<file path="src/rtl/carloni_pkg.sv">
// Shared types for the Carloni relay station: state encoding and the
// illegal {Mv,Av} combination checked by assertions.
package carloni_pkg;

  typedef enum logic [1:0] {RS_EMPTY, RS_HALF, RS_FULL} carloni_rs_state_t;

  // {Mv, Av} = {0, 1}: auxiliary register valid without a main token.
  localparam logic [1:0] RS_ILLEGAL_MV_AV = 2'b01;

  function automatic carloni_rs_state_t rs_state(input logic mv, input logic av);
    carloni_rs_state_t st;
    case ({mv, av})
      2'b10:   st = RS_HALF;
      2'b11:   st = RS_FULL;
      default: st = RS_EMPTY;
    endcase
    return st;
  endfunction

endpackage

</file>
<file path="src/rtl/carloni_relay_station.sv">
// Two-register relay station for the void/stop latency-insensitive protocol:
// main register M drives downstream, auxiliary register A absorbs the one
// token of slack caused by the registered upstream stop.
module carloni_relay_station
  import carloni_pkg::*;
#(
  parameter int unsigned WIDTH = 16,
  parameter int unsigned CNT_W = 16
) (
  input  logic             clk,
  input  logic             reset,
  input  logic [WIDTH-1:0] i_data,
  input  logic             i_void,
  output logic             o_stop,
  output logic [WIDTH-1:0] o_data,
  output logic             o_void,
  input  logic             i_stop,
  output logic [CNT_W-1:0] o_stall_cnt
);

  localparam logic [CNT_W-1:0] CNT_MAX = '1;

  logic [WIDTH-1:0]  m_q, m_d, a_q, a_d;
  logic              void_q, void_d, av_q, av_d;
  logic [CNT_W-1:0]  cnt_q, cnt_d;
  logic              mv_c, acc_c, cons_c;
  carloni_rs_state_t state_c;

  // M's valid bit is kept inverted so o_void comes straight off a flop.
  assign mv_c    = ~void_q;
  assign state_c = rs_state(mv_c, av_q);
  assign acc_c   = ~i_void & ~av_q;
  assign cons_c  = mv_c & ~i_stop;

  always_ff @(posedge clk or posedge reset) begin
    if (reset) begin
      m_q    <= '0;
      a_q    <= '0;
      void_q <= 1'b1;
      av_q   <= 1'b0;
      cnt_q  <= '0;
    end else begin
      m_q    <= m_d;
      a_q    <= a_d;
      void_q <= void_d;
      av_q   <= av_d;
      cnt_q  <= cnt_d;
    end
  end

  always_comb begin
    m_d    = m_q;
    a_d    = a_q;
    void_d = void_q;
    av_d   = av_q;
    cnt_d  = cnt_q;

    if (state_c == RS_FULL && cnt_q != CNT_MAX) begin
      cnt_d = cnt_q + CNT_W'(1);
    end

    case (state_c)
      RS_EMPTY: begin
        if (acc_c) begin
          m_d    = i_data;
          void_d = 1'b0;
        end
      end
      RS_HALF: begin
        if (acc_c && cons_c) begin
          m_d = i_data;
        end else if (acc_c) begin
          a_d  = i_data;
          av_d = 1'b1;
        end else if (cons_c) begin
          void_d = 1'b1;
        end
      end
      RS_FULL: begin
        // Upstream is stopped, so only a downstream consume can move data.
        if (cons_c) begin
          m_d  = a_q;
          av_d = 1'b0;
        end
      end
      default: ;
    endcase
  end

  assign o_data      = m_q;
  assign o_void      = void_q;
  assign o_stop      = av_q;
  assign o_stall_cnt = cnt_q;

endmodule

</file>
<file path="config.mk">
export PLATFORM = sky130hd
export DESIGN_NAME = carloni_relay_station
export DESIGN_NICKNAME = d
export VERILOG_FILES = /design/src/rtl/carloni_pkg.sv /design/src/rtl/carloni_relay_station.sv
export SDC_FILE = /design/constraint.sdc
export NUM_CORES = 1
export LEC_CHECK = 0
export BUFFER_PORTS_ARGS = -buffer_cell sky130_fd_sc_hd__buf_2
export CORE_MARGIN = 2
export CORE_UTILIZATION = 25
export CTS_CLUSTER_SIZE = 16
export DETAILED_ROUTE_END_ITERATION = 16
export HOLD_SLACK_MARGIN = 0.03
export PLACE_DENSITY = 0.4
export SLEW_MARGIN = 0
export SYNTH_ARGS = -nofsm -noshare
export SYNTH_HDL_FRONTEND = slang
export SYNTH_SLANG_ARGS = --single-unit
</file>
<file path="constraint.sdc">
create_clock -name clk -period 3.8 [get_ports clk]
set_input_delay 0.38 -clock clk [delete_from_list [all_inputs] [get_ports clk]]
set_output_delay 0.38 -clock clk [all_outputs]
set_load 0.01 [all_outputs]
</file>
==> metrics.md, run 1 <==
| Metric | Value |
|---|---|
| Yosys top cell area share | 54.4% |
| Pin count of the biggest net entering global routing | 51 |
| Main combinational cell family by area after synthesis | multiplexers |
| Chip width | 98.9 um |
| Area of placed instances | 0.00264 sq mm |
| Fmax | 0.485 GHz |
| Ratio of final minimum period to clock period | 54.3% |
| Synth-to-layout area growth | 22.6% |
| Mean area per synthesized cell | 12.1 sq um |
| Post-Synth XOR/XNOR Area | 3.89% |
| WL final | 4850 um |
| Tot GR Track Use | 10.4% |
| Worst path cell trace | nand2b_1, nor2_1, a41oi_1, a21oi_1 |
| Max-slew violations | 0 |
| Vias in the first global route | 1573 |
| Min-Delay Path Class | in2async |
| Routed WL per cell | 13.8 um |
| Core box area | 0.00872 sq mm |
| Sw power | 0.000714 W |
| Int Pwr | 0.00131 W |
| CTS Hold Bufs | 0 |
| CP max stage cell | nand2b_1 |
| Num CTS Buffers | 5 |
| Post-route antenna net violation count | 0 |
| Peak supply drop | 0.284 mV |
| Slowest cell delay on critical path | 0.87 ns |
| Worst-margin pin slew | 1.12 ns |
| Synth Area in Adders | 0.556% |
| Vias/cell | 4.45 |
| N_diodes | 0 |
| Logic gate share of total power | 34.9% |
| Top FF cell, synth | dfrtp_1 |
| Most frequent cell after synthesis | dfrtp_1 |
| Critical Path Start Type | flop |
| Die height | 98.9 um |
| Synth Instances | 186 |
| Cell taking the most area after synthesis | dfrtp_1 |
| Core Util, Final | 31.7% |
| Endpoints failing setup | 0 |
| Fin Setup TNS | 0 ns |
| Area of the multi-input gates | 957 sq um |
| Cell area after layout | 0.00276 sq mm |
| Clock share of power | 20.0% |
| CP max FO | 17 |
| Post-synth top cells | dfrtp_1 (49), nand2_1 (20), mux2_2 (16), mux2i_1 (16), o21ai_0 (15) |
| Clock Skew | 0.0180 ns |
| Mapped cell area | 0.00225 sq mm |
| Flop and latch count out of synthesis | 50 |
| Fill cell count | 919 |
| Async set-or-reset flop fraction in the synthesized netlist | 100% |
| Setup bufs post-CTS | 0 |
| Slew margin rel. | 25.7% |
| Starting density of the core | 25.8% |
| Setup ws final | 1.74 ns |
| Clk buf depth | 2 |
| Post-synth cell types | 38 |
| Clk root buf | clkbuf_8 |
| DR DRC count | 0 |
| Nets | 263 |
| Post-synth EDFFs | 0 |
| CTS tree | done |
| IO Pins | 54 |
| Fin Hold WS | 0.224 ns |
| Status | complete, no violations |
| Port-buffer cells | 53 |
| Switch share | 35.3% |
| Dpl hpwl | 3330 um |
| RSZ-0062 raised after global routing | no |
| FP Rows | 34 |
| Clk pin slew, worst setup/hold paths | 0.11 ns |
| Final hold violation count | 0 |
| Antenna violations before repair | 0 |
| First-pass GRT wire length | 8020 um |
| Die area | 0.00978 sq mm |
| Seq/Total Area, Yosys | 55.6% |
| CTS sink count | 50 |
| Gpl congestion | 0.650 |
| Crit path kind | reg2reg |
| Min cycle time layout | 2.06 ns |
| Clk_lat worst skew | 0.31 ns |
| Via count | 1563 |
| Max-cap violations | 0 |
| Place WS | 1.69 ns |
| Post-Synth Simple-Gate Area | 14.9% |
| Syn nets | 207 |
| Remaining Overflow, GRT | 0 |
| Leakage | 1.36 nW |
| Leading post-synthesis cells by cell area | dfrtp_1 (54%), mux2_2 (8.0%), mux2i_1 (7.1%), nand2_1 (3.3%), o21ai_0 (3.3%) |
| Starting DRT DRC Count | 53 |
| Post-synthesis mux area share | 16.3% |
| Compound-gate portion of the synthesized area | 6.67% |
| Cts repair resizes | 0 |
| Sequential cell area | 0.00125 sq mm |
| CP required | 3.98 ns |
| Setup crit end kind | flop |
| Reg power frac | 45.1% |
| DR pass1 iterations | 4 |
| Layout cells sized above 1 | 37.9% |
| CP arrival | 2.25 ns |
| H-tree Lvls | 2 |
| Power Density | 731 mW/mm^2 |
| Ys Warns | 0 |
[through the flow]
| stage | total power, W | std cells |
|---|---|---|
| 2_1_floorplan | 0.00140 | 186 |
| 3_3_place_gp | 0.00164 | 343 |
| 3_5_place_dp | 0.00165 | 343 |
| 4_1_cts | 0.00207 | 351 |
| 5_1_grt | 0.00218 | 351 |
| 6_report | 0.00202 | 351 |
[routing by layer]
metal  GRT usage, %  vias up  wire length [um]
li1               -      776                 -
met1           13.4      752              2240
met2           16.6       33              2300
met3           3.48        2               287
met4           2.85        0                29
met5              0        -                 0
[final timing paths]
| check | startpoint | end | slack [ns] | cells after the start |
|---|---|---|---|---|
| worst max-delay path | o_void | o_stall_cnt[6] | 1.74 | 4 |
| worst min-delay path | reset | o_data[14] | 0.22 | 3 |
| worst max register to register | o_void | o_stall_cnt[6] | 1.74 | 4 |
| worst min register to register | o_data[5] | o_data[5] | 0.49 | 2 |
| max in group asynchronous | reset | o_stall_cnt[13] | 3.11 | 3 |
| min in group clk | i_data[8] | a_q[8] | 0.30 | 2 |
[flip-flops by register name (all words and copies together) (netlist names)]
register,flops
o_void,1
o_stall_cnt,16
a_q,16
o_stop,1
o_data,16
[logic make-up (layout without fill, tap and decap cells)]
| group | Yosys count | in the layout |
|---|---|---|
| muxes | 34 | 34 |
| xor gates and xnor gates | 10 | 10 |
| buffers and inverters | 9 | 66 |
| AOI/OAI and AO/OA | 27 | 27 |
| and+or+nand+nor | 55 | 55 |
| adders and majority gates | 1 | 1 |
| DFF | 50 | 50 |
[placed cells by master (no fill, tap or decap), types with 2 or more instances in the layout]
master     n
nand4b_1   2
nor2_1     8
nor4_1     5
xnor2_1    4
nand4_4    2
clkbuf_8   6
nand2_1   20
o21ai_1    2
xor2_1     6
mux2_2    16
o22a_1     2
buf_4      3
o21ai_0   15
dfrtp_1   49
a21oi_1    4
nand3_1    4
mux2i_1   16
buf_2     53
nor3_1     2
nand2b_1   2
[cell type report]
class,count,area share [%]
flip-flops and latches,50,45.4
repair buffers,56,10.4
clock inverters,2,1.40
inverters,2,0.272
well taps,108,4.89
multi-input cells,127,34.7
clock buffers,6,2.99
[power by group through the flow]
stage / Clock, W / Sequential [W] / Combinational, W
after floorplan: 0 / 0.000945 / 0.000452
after global placement: 0 / 0.000924 / 0.000719
after detailed placement: 0 / 0.000923 / 0.000728
after CTS: 0.000424 / 0.000914 / 0.000728
after global routing: 0.000442 / 0.000943 / 0.000795
final: 0.000404 / 0.000910 / 0.000705
[critical path, delay by kind of cell (launching register included)]
kind	cells	cell delay (ns)
AO/OA/AOI/OAI	2	0.31
AND/OR/NAND/NOR	2	1.03
flip-flops	1	0.59
Power figures use the tool's default switching activity.
==> inputs of run 2 (changes only) <==
--- a/config.mk
+++ b/config.mk
@@ -11,7 +11,7 @@
 export CTS_CLUSTER_SIZE = 16
 export DETAILED_ROUTE_END_ITERATION = 16
 export HOLD_SLACK_MARGIN = 0.03
-export PLACE_DENSITY = 0.4
+export PLACE_DENSITY = 0.42
 export SLEW_MARGIN = 0
 export SYNTH_ARGS = -nofsm -noshare
 export SYNTH_HDL_FRONTEND = slang
==> constraint.sdc (replaced) <==
create_clock -name clk -period 1.7 [get_ports clk]
set_input_delay 0.17 -clock clk [delete_from_list [all_inputs] [get_ports clk]]
set_output_delay 0.17 -clock clk [all_outputs]
set_load 0.01 [all_outputs]
==> run 2 against run 1 <==
  * Global-route usage increased by 0.53 points
  * Design area increased by 6.3%
  * Total power increased by 130%
  * Largest cell class unchanged
  * Largest power group unchanged
==> metrics.md, run 2 (synthesis gave the netlist of run 1 again) <==
| Metric | Value |
|---|---|
| Antenna violations before repair | 0 (unchanged) |
| Starting density of the core | 25.8% (unchanged) |
| CP required | 1.91 ns (-2.07 ns) |
| DR pass1 iterations | 4 (unchanged) |
| H-tree Lvls | 2 (unchanged) |
| Critical Path Start Type | flop |
| Slowest cell delay on critical path | 0.40 ns (-0.47 ns) |
| Synth-to-layout area growth | 30.3% |
| Gpl congestion | 0.747 (+15%) |
| Most common cell after layout, fill and taps aside | buf_2 |
| Tot GR Track Use | 10.9% (+0.53 points) |
| Clock share of power | 19.4% (-0.6 points) |
| CTS sink count | 50 (unchanged) |
| Min cycle time layout | 1.61 ns (-0.457 ns) |
| Pin count of the biggest net entering global routing | 33 (-35%) |
| Port-buffer cells | 53 (unchanged) |
| Worst path cell trace | and2b_2, nand4_4, nor4_1, mux2_2 |
| Max-slew violations | 0 (unchanged) |
| Hold path endpoint | a_q[8] |
| Fin Hold WS | 0.0779 ns (-0.146 ns) |
| R2r endpoint | o_stall_cnt[15] |
| Post-route antenna net violation count | 0 (unchanged) |
| Leakage | 1.46 nW (+7.3%) |
| Worst path buffer plus inverter count | 0 (unchanged) |
| Fmax | 0.623 GHz (+28%) |
| Logic gate share of total power | 39.1% (+4.2 points) |
| Remaining Overflow, GRT | 0 (unchanged) |
| CP max FO | 8 (-9) |
| Layout cells sized above 1 | 41.1% (+3.2 points) |
| Core box area | 0.00872 sq mm (unchanged) |
| Chip width | 98.9 um (unchanged) |
| Area of the multi-input gates | 966 sq um (+0.91%) |
| Vias in the first global route | 1614 (+2.6%) |
| Endpoints failing setup | 0 (unchanged) |
| Dpl hpwl | 3540 um (+6.4%) |
| Reg2reg path depth | 4 (unchanged) |
| Die height | 98.9 um (unchanged) |
| FP Rows | 34 (unchanged) |
| First-pass GRT wire length | 8260 um (+3.0%) |
| Via count | 1628 (+4.2%) |
| R2R Setup Slk | 0.09 ns (-1.64 ns) |
| Ratio of final minimum period to clock period | 94.5% (+40 points) |
| Switch share | 34.7% (-0.59 points) |
| Area of placed instances | 0.00280 sq mm (+5.9%) |
| Worst R2R Start | o_void |
| Sw power | 0.00164 W (+130%) |
| Hold_sp | i_data[8] |
| Sequential cell area | 0.00125 sq mm (unchanged) |
| Hold Path Stages | 2 |
| Reg power frac | 41.5% (-3.6 points) |
| Commonest cells after routing, fill and taps aside | buf_2 (53), dfrtp_1 (49), nand2_1 (20), mux2i_1 (16), mux2_2 (16) |
| Vias/cell | 4.45 (-0.11%) |
| Placed insts | 357 (+4.1%) |
| Fill cell count | 895 (-2.6%) |
| CTS tree | done |
| Num CTS Buffers | 5 (unchanged) |
| DR DRC count | 0 (unchanged) |
| CP max stage cell | dfstp_2 |
| CP arrival | 1.81 ns (-0.44 ns) |
| IO Pins | 54 (unchanged) |
| Clk root buf | clkbuf_8 |
| Clk pin slew, worst setup/hold paths | 0.10 ns (about the same) |
| Slew margin rel. | 74.1% (+48 points) |
| Fin Setup TNS | 0 ns (unchanged) |
| RSZ-0062 raised after global routing | no |
| CP top delay family | simple AND/OR/NAND/NOR gates |
| Max-cap violations | 0 (unchanged) |
| Cell area after layout | 0.00294 sq mm (+6.3%) |
| Int Pwr | 0.00309 W (+140%) |
| Worst-margin pin slew | 0.385 ns (-0.731 ns) |
| Peak supply drop | 0.536 mV (+89%) |
| Die area | 0.00978 sq mm (unchanged) |
| Routed WL per cell | 13.8 um (-0.48%) |
| Power Density | 1610 mW/mm^2 (+120%) |
| Clk_lat worst skew | 0.31 ns (about the same) |
| Clk buf depth | 2 (unchanged) |
| Status | complete, no violations |
| Starting DRT DRC Count | 49 (-7.5%) |
| Setup crit end kind | flop |
| Crit. Startpoint | o_void |
| Final hold violation count | 0 (unchanged) |
| N_diodes | 0 (unchanged) |
| Min-Delay Path Class | in2reg |
| Final cell count without fillers | 366 (+4.3%) |
| Crit path kind | reg2reg |
| Clock Skew | 0.00982 ns (-0.00820 ns) |
| WL final | 5040 um (+3.8%) |
| Nets | 278 (+5.7%) |
[run 2: cell types whose count changed in the layout (fill, tap and decap cells not counted), sizes merged]
cell	delta
dlygate4sd3	+1
buf	+14
[run 2: worst register-to-register path, delay by kind of cell, from the launching register on]
family | cells | cell delay [ns]
simple gates | 3 | 0.74
flops | 1 | 0.40
mux | 1 | 0.37
[run 2: worst max-delay path by stage]
stage	end	slack, ns	cells after the start
global route	o_stall_cnt[14]	0.01	5
finish	o_stall_cnt[15]	0.09	4
CTS	o_stall_cnt[15]	0.03	4
floorplan	o_stall_cnt[15]	0.04	5
global placement	o_stall_cnt[15]	0.11	4
detailed placement	o_stall_cnt[15]	0.05	4
[run 2: what timing repair did]
item,CTS,global route
endpoints found under the hold margin,49,0
resized for setup,0,1
setup buffers,0,0
setup endpoints to repair,0,1
hold buffers,1,0
[run 2: final cells by class]
type / count / share of cell area (%)
Sequential cell: 50 / 42.7
Multi-Input combinational cell: 127 / 32.9
Timing Repair Buffer: 71 / 15.4
Tap cell: 108 / 4.60
Clock buffer: 6 / 2.81
Clock inverter: 2 / 1.32
Inverter: 2 / 0.256
[run 2: routing by layer]
layer / vias up / wire length (um) / track usage [%]
li1: 802 / - / -
met1: 777 / 2270 / 14.1
met2: 43 / 2380 / 16.8
met3: 6 / 314 / 3.76
met4: 0 / 70 / 4.11
met5: - / 0 / 0
[run 2: through the flow]
stage | setup slack [ns] | utilization [%] | total power (W)
2_1_floorplan | 0.0395 | - | 0.00312
3_3_place_gp | 0.113 | 32.1 | 0.00388
3_5_place_dp | 0.0519 | 32.1 | 0.00390
4_1_cts | 0.0345 | 33.6 | 0.00484
5_1_grt | 0.0124 | 33.7 | 0.00511
6_report | 0.0940 | 33.7 | 0.00473
[run 2: power groups by stage]
stage               clock network [W]  registers (W)  logic [W]
finish                       0.000917        0.00196    0.00185
global route                  0.00102        0.00203    0.00207
CTS                          0.000960        0.00197    0.00191
detailed placement                  0        0.00200    0.00191
global placement                    0        0.00199    0.00189
floorplan                           0        0.00211    0.00101
==> inputs of run 3 (changes only) <==
--- a/config.mk
+++ b/config.mk
@@ -6,12 +6,15 @@
 export NUM_CORES = 1
 export LEC_CHECK = 0
 export BUFFER_PORTS_ARGS = -buffer_cell sky130_fd_sc_hd__buf_2
+export CAP_MARGIN = 20
+export CELL_PAD_IN_SITES_DETAIL_PLACEMENT = 0
+export CELL_PAD_IN_SITES_GLOBAL_PLACEMENT = 1
 export CORE_MARGIN = 2
 export CORE_UTILIZATION = 25
 export CTS_CLUSTER_SIZE = 16
 export DETAILED_ROUTE_END_ITERATION = 16
 export HOLD_SLACK_MARGIN = 0.03
-export PLACE_DENSITY = 0.42
+export PLACE_DENSITY = 0.51
 export SLEW_MARGIN = 0
 export SYNTH_ARGS = -nofsm -noshare
 export SYNTH_HDL_FRONTEND = slang
==> run 3 against run 2 <==
  * Non-clock buffer count rose by 5
  * Sequential share of layout area fell by 0.073 points
  * Global-route usage is 0.088 points higher
  * Worst hold slack better by 0.032 ns
  * Highest routed layer unchanged
  * Sequential cell count did not move
  * Die area did not move
  * Cell count increased by 1.4%
  * Largest cell class unchanged
  * Critical endpoint is now o_stall_cnt[4]
  * Clock skew shrank 0.0077 ns
  * Total power shrank 0.99%
  * Maximum frequency is 4.6% higher
  * Design area rose by 0.17%
==> metrics.md, run 3 (synthesis gave the netlist of run 1 again) <==
| Metric | Value |
|---|---|
| Power Density | 1590 mW/mm^2 (-1.2%) |
| Fmax | 0.651 GHz (+4.6%) |
| Clock share of power | 17.9% (-1.5 points) |
| CTS tree | done |
| Max-slew violations | 0 (unchanged) |
| Setup bufs post-CTS | 0 (unchanged) |
| Slew margin rel. | 74.5% (+0.34 points) |
| Logic gate share of total power | 40.7% (+1.6 points) |
| FP Rows | 34 (unchanged) |
| Die height | 98.9 um (unchanged) |
| Crit path kind | reg2reg |
| Setup crit end kind | flop |
| Endpoints failing setup | 0 (unchanged) |
| H-tree Lvls | 2 (unchanged) |
| Critical path's most frequent cell | buf_4 |
| Chip width | 98.9 um (unchanged) |
| Die area | 0.00978 sq mm (unchanged) |
| Critical Path Start Type | flop |
| CP top delay family | simple AND/OR/NAND/NOR gates |
| CTS Hold Bufs | 1 (unchanged) |
| Routed WL per cell | 13.5 um (-1.5%) |
| Starting DRT DRC Count | 18 (-63%) |
| Final hold violation count | 0 (unchanged) |
| Area of the multi-input gates | 957 sq um (-0.91%) |
| Commonest cells after routing, fill and taps aside | buf_2 (53), dfrtp_1 (49), nand2_1 (20), buf_4 (19) |
| N_diodes | 0 (unchanged) |
| Cts repair resizes | 0 (unchanged) |
| Clock Skew | 0.00215 ns (-0.00768 ns) |
| Clk_lat worst skew | 0.30 ns (about the same) |
| Sw power | 0.00163 W (-0.66%) |
| Post-route antenna net violation count | 0 (unchanged) |
| Leakage | 1.47 nW (+0.40%) |
| Slowest cell delay on critical path | 0.37 ns (-0.03 ns) |
| Core box area | 0.00872 sq mm (unchanged) |
| Max-cap violations | 0 (unchanged) |
| First-pass GRT wire length | 8490 um (+2.8%) |
| RSZ-0062 raised after global routing | no |
| Final cell count without fillers | 371 (+1.4%) |
| Dpl hpwl | 3670 um (+3.5%) |
| CTS sink count | 50 (unchanged) |
| Hold Path Stages | 2 (unchanged) |
| IO Pins | 54 (unchanged) |
| Remaining Overflow, GRT | 0 (unchanged) |
| CP arrival | 1.76 ns (-0.05 ns) |
| Fill cell count | 896 (+0.11%) |
| CP max stage cell | dfrtp_1 |
| Synth-to-layout area growth | 30.6% |
| Placed insts | 362 (+1.4%) |
| Min cycle time layout | 1.54 ns (-0.0704 ns) |
| Num CTS Buffers | 5 (unchanged) |
| Min-Delay Path Class | in2reg |
| Starting density of the core | 25.8% (unchanged) |
| Switch share | 34.9% (+0.12 points) |
| Total power | 0.00469 W (-0.99%) |
| Clk pin slew, worst setup/hold paths | 0.09 ns (about the same) |
| Critical path depth | 6 (+2) |
| DR DRC count | 0 (unchanged) |
| Reg power frac | 41.3% (-0.2 points) |
| Layout cells sized above 1 | 41.8% (+0.74 points) |
| Most common cell after layout, fill and taps aside | buf_2 |
| CP max FO | 6 (-2) |
| Reg2reg path depth | 6 (+2) |
| Worst-margin pin slew | 0.382 ns (-0.00250 ns) |
| Peak supply drop | 0.642 mV (+20%) |
| Gpl congestion | 0.689 (-7.7%) |
| Nets | 283 (+1.8%) |
| Worst path cell trace | nand4_2, buf_4, nor4_4, buf_4, nand3b_1, xnor2_1 |
| Worst path buffer plus inverter count | 2 (+2) |
| Port-buffer cells | 53 (unchanged) |
| Clk root buf | clkbuf_8 |
| Pin count of the biggest net entering global routing | 36 (+9.1%) |
| Status | complete, no violations |
| Via count | 1640 (+0.74%) |
| WL final | 5030 um (-0.18%) |
| Vias in the first global route | 1652 (+2.4%) |
| Clk buf depth | 2 (unchanged) |
| CP required | 1.92 ns (about the same) |
| Fin Setup TNS | 0 ns (unchanged) |
| Int Pwr | 0.00305 W (-1.2%) |
| Ratio of final minimum period to clock period | 90.3% (-4.1 points) |
| Tot GR Track Use | 11.0% (+0.088 points) |
| Vias/cell | 4.42 (-0.62%) |
| Antenna violations before repair | 0 (unchanged) |
| Sequential cell area | 0.00125 sq mm (unchanged) |
| DR pass1 iterations | 4 (unchanged) |
==> run 3: changes by cell type in the layout (fill, tap and decap cells not counted) <==
cell	delta
buf_12	-1
nand4_2	+1
clkinvlp_4	+1
clkbuf_1	+1
buf_4	+6
nand4_4	-1
clkbuf_8	-1
inv_6	-1
==> run 3: metrics by stage <==
step	setup WS (ns)	hold WS, ns	cell area [sq um]	util [%]
2_1_floorplan	0.0395	0.305	2250	-
3_3_place_gp	0.146	0.184	2820	32.3
3_5_place_dp	0.152	0.175	2820	32.3
4_1_cts	0.126	0.0950	2940	33.7
5_1_grt	0.0131	0.0872	2940	33.7
6_report	0.164	0.110	2940	33.7
==> run 3: area by class of cell <==
| cell class | count | share of cell area (%) |
|---|---|---|
| clock buffer | 6 | 2.47 |
| clock inverter | 2 | 1.28 |
| multi-input combinational | 127 | 32.6 |
| tap | 108 | 4.60 |
| sequential | 50 | 42.6 |
| timing repair buffer | 76 | 16.3 |
| inverter | 2 | 0.255 |
==> run 3: path summary, 6_finish.rpt <==
path	start	endpoint	slack (ns)
max	o_stall_cnt[8]	o_stall_cnt[4]	0.16
min	i_data[7]	a_q[7]	0.11
max reg2reg	o_stall_cnt[8]	o_stall_cnt[4]	0.16
min reg2reg	o_data[13]	o_data[13]	0.49
max in group asynchronous	reset	o_void	0.74
min in group asynchronous	reset	o_data[3]	0.39
==> run 3: routing by layer <==
layer | routed length [um] | up-vias | global-route usage, %
met5 | 0 | - | 0
met4 | 37 | 0 | 3.48
met3 | 234 | 4 | 2.84
met2 | 2300 | 44 | 16.9
met1 | 2460 | 779 | 15.1
li1 | - | 813 | -
==> run 3: power by group through the flow <==
stage / Clock [W] / Sequential [W] / Combinational (W)
6_report: 0.000839 / 0.00194 / 0.00191
5_1_grt: 0.000926 / 0.00201 / 0.00213
4_1_cts: 0.000882 / 0.00195 / 0.00195
3_5_place_dp: 0 / 0.00197 / 0.00195
3_3_place_gp: 0 / 0.00197 / 0.00192
2_1_floorplan: 0 / 0.00211 / 0.00101
==> run 3: worst reg2reg max path, cell delays in order (launching register included) <==
cell and delay (ns):
dfrtp_1 0.37, nand4_2 0.19, buf_4 0.20, nor4_4 0.29
buf_4 0.18, nand3b_1 0.11, xnor2_1 0.13
